==> src/rtl/inst_loader.sv <==
// -----------------------------------------------------------------------------
// inst_loader
//
// Serial instruction loader. A load session is opened with a one-cycle
// i_start pulse. Program bytes then arrive over a valid/ready handshake, two
// bytes per 16-bit instruction (high byte first). Each assembled instruction
// is written to instruction memory at BASE_ADDR + o_count (wrapping modulo
// 4096). The CPU is held through o_stop for the whole session. A session ends
// on i_end, or when MAX_WORDS instructions have been written (which is
// flagged as an error), with a one-cycle o_done pulse.
//
// Parameters
//   BASE_ADDR     first instruction-memory address written in a session
//   MAX_WORDS     instructions accepted per session before forced stop (1..4096)
//
// Ports
//   i_clk         clock, all state updates on the rising edge
//   i_reset       synchronous active-high reset
//   i_start       one-cycle session open request (honoured only when idle)
//   i_byte_valid  i_byte carries a program byte
//   i_byte        program byte (first = word[15:8], second = word[7:0])
//   i_end         one-cycle end-of-program marker
//   o_byte_ready  loader accepts i_byte this cycle
//   o_mem_we      instruction-memory write strobe
//   o_mem_addr    instruction-memory write address
//   o_mem_data    instruction word being written
//   o_stop        CPU hold, high for the whole session including DONE
//   o_count       instructions written in the current/last session
//   o_done        one-cycle session-complete pulse
//   o_error       sticky error flag for the current/last session
// -----------------------------------------------------------------------------
module inst_loader #(
  parameter logic [11:0] BASE_ADDR = 12'h000,
  parameter int          MAX_WORDS = 4096
) (
  input  logic        i_clk,
  input  logic        i_reset,
  input  logic        i_start,
  input  logic        i_byte_valid,
  input  logic [7:0]  i_byte,
  input  logic        i_end,
  output logic        o_byte_ready,
  output logic        o_mem_we,
  output logic [11:0] o_mem_addr,
  output logic [15:0] o_mem_data,
  output logic        o_stop,
  output logic [11:0] o_count,
  output logic        o_done,
  output logic        o_error
);

  typedef enum logic [2:0] {
    IDLE,
    HI,
    LO,
    WRITE,
    DONE
  } state_t;

  // The limit is compared against a 13-bit incremented count so that
  // MAX_WORDS = 4096 is reachable even though o_count is only 12 bits wide.
  localparam logic [12:0] MAX_W = 13'(MAX_WORDS);

  state_t      state;
  state_t      state_next;
  logic [15:0] word;
  logic [11:0] count;
  logic        error;

  logic [12:0] count_inc;
  logic        at_max;
  logic        transfer;

  assign count_inc = {1'b0, count} + 13'd1;
  assign at_max    = (count_inc == MAX_W);

  // i_end takes priority over a coincident byte: ready drops combinationally,
  // so no transfer can happen on the cycle the session is being closed.
  assign o_byte_ready = ((state == HI) || (state == LO)) && !i_end;
  assign transfer     = i_byte_valid && o_byte_ready;

  // ---------------------------------------------------------------------------
  // State register
  // ---------------------------------------------------------------------------
  // NOTE: sequential state uses non-blocking assignments so every flop samples
  // pre-edge values regardless of process evaluation order.
  always_ff @(posedge i_clk) begin
    if (i_reset) begin
      state <= IDLE;
    end else begin
      state <= state_next;
    end
  end

  // ---------------------------------------------------------------------------
  // Next-state logic
  // ---------------------------------------------------------------------------
  // NOTE: state_next is defaulted before the case so no path leaves it
  // unassigned, which would otherwise infer a latch.
  always_comb begin
    state_next = state;
    unique case (state)
      IDLE: begin
        if (i_start) state_next = HI;
      end
      HI: begin
        if (i_end)         state_next = DONE;
        else if (transfer) state_next = LO;
      end
      LO: begin
        if (i_end)         state_next = DONE;
        else if (transfer) state_next = WRITE;
      end
      WRITE: begin
        state_next = at_max ? DONE : HI;
      end
      DONE: begin
        state_next = IDLE;
      end
      default: state_next = IDLE;
    endcase
  end

  // ---------------------------------------------------------------------------
  // Datapath: word assembly, instruction count and sticky error
  // ---------------------------------------------------------------------------
  // NOTE: the word register is a plain flop register (not a memory array), so
  // it is reset along with the control state; a reset mid-session therefore
  // leaves no stale half-instruction behind.
  always_ff @(posedge i_clk) begin
    if (i_reset) begin
      word  <= 16'h0000;
      count <= 12'h000;
      error <= 1'b0;
    end else begin
      unique case (state)
        IDLE: begin
          // Count and error from the last session stay visible until the
          // next session is actually opened.
          if (i_start) begin
            count <= 12'h000;
            error <= 1'b0;
          end
        end
        HI: begin
          if (transfer) word[15:8] <= i_byte;
        end
        LO: begin
          // Ending with only the high byte received is a truncated program;
          // the partial byte is simply never written.
          if (i_end)         error     <= 1'b1;
          else if (transfer) word[7:0] <= i_byte;
        end
        WRITE: begin
          // Saturate at 4095 when the 4096th instruction is written.
          count <= count_inc[12] ? 12'hFFF : count_inc[11:0];
          if (at_max) error <= 1'b1;
        end
        default: begin
        end
      endcase
    end
  end

  // ---------------------------------------------------------------------------
  // Outputs
  // ---------------------------------------------------------------------------
  // 12-bit addition wraps past 12'hFFF naturally.
  assign o_mem_we   = (state == WRITE);
  assign o_mem_addr = BASE_ADDR + count;
  assign o_mem_data = word;
  assign o_stop     = (state != IDLE);
  assign o_done     = (state == DONE);
  assign o_count    = count;
  assign o_error    = error;

endmodule
==> config.mk <==
export PLATFORM = sky130hd
export DESIGN_NAME = inst_loader
export DESIGN_NICKNAME = d
export VERILOG_FILES = /design/src/rtl/inst_loader.sv
export SDC_FILE = /design/constraint.sdc
export NUM_CORES = 1
export LEC_CHECK = 0
export CAP_MARGIN = 10
export CORE_MARGIN = 2
export CORE_UTILIZATION = 44
export CTS_CLUSTER_SIZE = 30
export DETAILED_ROUTE_END_ITERATION = 12
export GPL_TIMING_DRIVEN = 0
export PLACE_DENSITY_LB_ADDON = 0.05
export SYNTH_ARGS = -nofsm -noshare
export SYNTH_HDL_FRONTEND = slang
export SYNTH_SLANG_ARGS = --single-unit
==> constraint.sdc <==
create_clock -name i_clk -period 1.97 [get_ports i_clk]
set_clock_uncertainty 0.1 [all_clocks]
set_input_delay 0.394 -clock i_clk [delete_from_list [all_inputs] [get_ports i_clk]]
set_output_delay 0.394 -clock i_clk [all_outputs]
set_load 0.1 [all_outputs]
==> run_results.csv <==
group,metric,value,unit
routing,detail_route.wl_per_cell,13.3,µm
critical_path,path_delay_family,"buffers and inverters",
final_layout,filler_cell_count,325,
critical_path,rr_worst_depth,5,
placement,post-dp-hpwl,2880,µm
timing,period_minus_slack,1.95,ns
hold_path,min-delay-path-class,"register to register",
final_layout,post_route_cells_drive_above_1_share,32.4,%
timing,max_slew.worst_pin.slew,0.963,ns
pwr,vdd_ir_drop_max,439,µV
grt,grt_util_all_layers,20.1,%
timing,fmax,0.514,GHz
synthesis,fraction_of_registers_with_async_set_reset,0,%
critical_path,critPathRequiredTime,1.48,ns
synthesis,netlist.area_leader.share,39.3,%
timing,hold_viol_final,0,
routing,drt_iter0_markers,178,
pwr,report.power.total,0.00135,W
floorplan,die_area,4210,µm²
synthesis,synthesis.instances,186,
placement,port_buffers,56,
cts,clock-root-buffer,"clkbuf_8",
critical_path,cp_slowest_stage_delay,0.49,ns
pwr,net-switching-power,0.000356,W
cts,cts_buffers,5,
floorplan,initial_utilization,45.2,%
routing,remaining_drc_errors,0,
timing,max-slew-margin-rel,36.1,%
final_layout,layout-area-overhead-vs-synth,46.8,%
cts,cts.sinks,32,
pwr,total_internal_power,0.000996,W
timing,finalSetupViolations,0,
synthesis,synth.net_count,200,
routing,detail-route-antenna-nets,0,
timing,min_setup_slack_post_route,0.0235,ns
cts,cts_setup_buffers,0,
cts,cts_htree_levels,2,
synthesis,synthDominantAreaCellType,"dfxtp_1",
synthesis,yosysWarnings,0,
synthesis,syn_area,1630,µm²
critical_path,cell_with_the_largest_stage_delay_on_the_worst_path,"clkdlybuf4s50_1",
final_layout,total_nets_final,263,
pwr,clkPwrFrac,38.3,%
synthesis,ys.flop_type,"dfxtp_1",
synthesis,synth_cell_types,44,
synthesis,synth.area.top_cells,"dfxtp_1 39%, mux2i_1 10%, buf_4 6.0%",
critical_path,critical_path_cell_count,4,
grt,grt.overflow.total,0,
timing,timing.final.crit_share,98.8,%
flow_run,timing.max_cap.violations,0,
placement,dpl_worst_slack,-0.873,ns
routing,vias,1551,
pwr,sw_frac_of_total,26.3,%
grt,grt_pass1_wl,6570,µm
synthesis,number_of_enable_type_register_cells_in_the_synthesized_netlist,0,
critical_path,critical_path_arrival,1.45,ns
grt,grt_antenna_before_repair,0,
cts,holdBufCountCts,0,
routing,drt_wl_total,3960,µm
critical_path,critPathBufInv,2,
cts,number_of_buffers_on_the_longest_clock_path,2,
critical_path,sequence_of_cells_on_the_critical_path,"clkdlybuf4s50_1, nor2_2, o21a_1, buf_8",
critical_path,critical_path.startpoint_type,"input port",
floorplan,pin_count,58,
cts,clk_transition_reported_paths,0.06,ns
placement,routabilityCongestion,0.888,
synthesis,synth_sequential_area_ratio,39.3,%
cts,insertion_delay,0.28,ns
timing,finalMaxSlewViolations,0,
critical_path,timing.setup.critical_path_class,"input port to output pin",
timing,grt_setup_unrepaired,"yes",
final_layout,antennaDiodeCount,0,
pwr,leakage,1.08,nW
routing,route.detailed.vias_per_inst,5.20,
run_status,status,"finished, final reports clean",
grt,grt_pass1_vias,1412,
pwr,pwr_density_cell,565,nW/µm²
critical_path,crit_fanout,5,
pwr,p_comb_share,13.3,%
synthesis,synth_area_per_cell,8.77,µm²
critical_path,worst_setup_path_end_kind,"output pin",
grt,grt_start_max_net_pins,11,
hold_path,worstHoldPathCells,2,
floorplan,die_height,64.9,µm
floorplan,core_region_area,3610,µm²
pwr,sequentialPowerShare,48.4,%
routing,first_pass_iters,4,
floorplan,rows,22,
floorplan,floorplan.die.width,64.9,µm
cts,cts_tree,"done",
synthesis,ys_ff_latch,32,
cell usage after synthesis, types with 2 or more instances:
master    instances
dfxtp_1          32
nor2_1           24
mux2i_1          17
a21oi_1          13
buf_4            13
o21ai_0          12
nand2_1           6
nand3_1           6
a31oi_1           5
clkbuf_1          5
nand4_1           4
and2_1            3
inv_1             3
nor3b_1           3
nor4_1            3
or3_1             3
and3_1            2
and4_1            2
buf_6             2
nand2b_1          2
nor2b_1           2
o21bai_1          2
what timing repair did:
action	4_1_cts	5_1_grt
pin swaps	0	0
setup endpoints to repair	46	17
gates resized for setup	130	19
sequential cells by signal (all words and copies together) (netlist names):
signal,count
o_mem_data,16
o_count,12
state,3
o_error,1
path summary, 6_finish.rpt:
| check | from | end | slack [ns] |
|---|---|---|---|
| worst min register to register | o_mem_data[0] | o_mem_data[0] | 0.40 |
| worst max-delay path | i_end | o_byte_ready | 0.02 |
| worst max register to register | o_count[0] | o_count[10] | 0.18 |
| worst min-delay path | o_mem_data[0] | o_mem_data[0] | 0.40 |
layout by cell type (no fill, tap or decap), drive strengths merged, types with 6 or more instances in the layout:
cell type	instances
dfxtp	32
o21ai	12
clkdlybuf4s15	31
nor2	24
nand2	6
clkdlybuf4s50	11
buf	21
clkbuf	23
mux2i	17
a21oi	13
nand3	6
layer usage:
layer / GRT usage, % / up-vias / wire [µm]
met4: 9.04 / 0 / 38
met1: 24.0 / 713 / 1690
met2: 33.2 / 50 / 1990
met5: 0 / - / 0
met3: 5.73 / 5 / 238
li1: - / 783 / -
logic make-up after synthesis:
family / Yosys count / share of synthesized area, %
AND/OR/NAND/NOR: 70 / 24.2
AO/OA/AOI/OAI: 41 / 15.6
flip-flops: 32 / 39.3
buffers and inverters: 25 / 9.74
multiplexers: 17 / 10.4
adder cells (fa/ha/maj): 1 / 0.767
cell type report:
type	count	area [µm²]	area share, %
plain buffers	22	158	6.58
clock buffers	8	90.1	3.76
inverters	3	11.3	0.470
multi-input cells	129	868	36.3
flip-flops and latches	32	663	27.7
well taps	48	60.1	2.51
repair buffers	56	544	22.7
worst min-delay path, stage by stage (launching register included):
cell	delay, ns
dfxtp_1	0.33
mux2i_1	0.07
nor2_1	0.07
power by group through the flow:
stage | combinational (W) | clock (W) | sequential [W]
2_1_floorplan | 0.0000946 | 0 | 0.000700
3_3_place_gp | 0.000181 | 0 | 0.000669
3_5_place_dp | 0.000183 | 0 | 0.000669
4_1_cts | 0.000179 | 0.000535 | 0.000654
5_1_grt | 0.000191 | 0.000564 | 0.000655
6_report | 0.000180 | 0.000518 | 0.000655
through the flow:
step | TNS (ns) | std cells | util [%] | hold slack, ns | cell area (µm²)
after floorplan | 0 | 186 | - | 0.438 | 1670
after global placement | -6.45 | 290 | 63.4 | 0.375 | 2290
after detailed placement | -7.20 | 290 | 63.4 | 0.393 | 2290
after CTS | 0 | 298 | 67.1 | 0.401 | 2420
after global routing | -0.0529 | 298 | 66.4 | 0.423 | 2390
final | 0 | 298 | 66.4 | 0.400 | 2390
No activity file was read; power rests on OpenSTA's default activity.
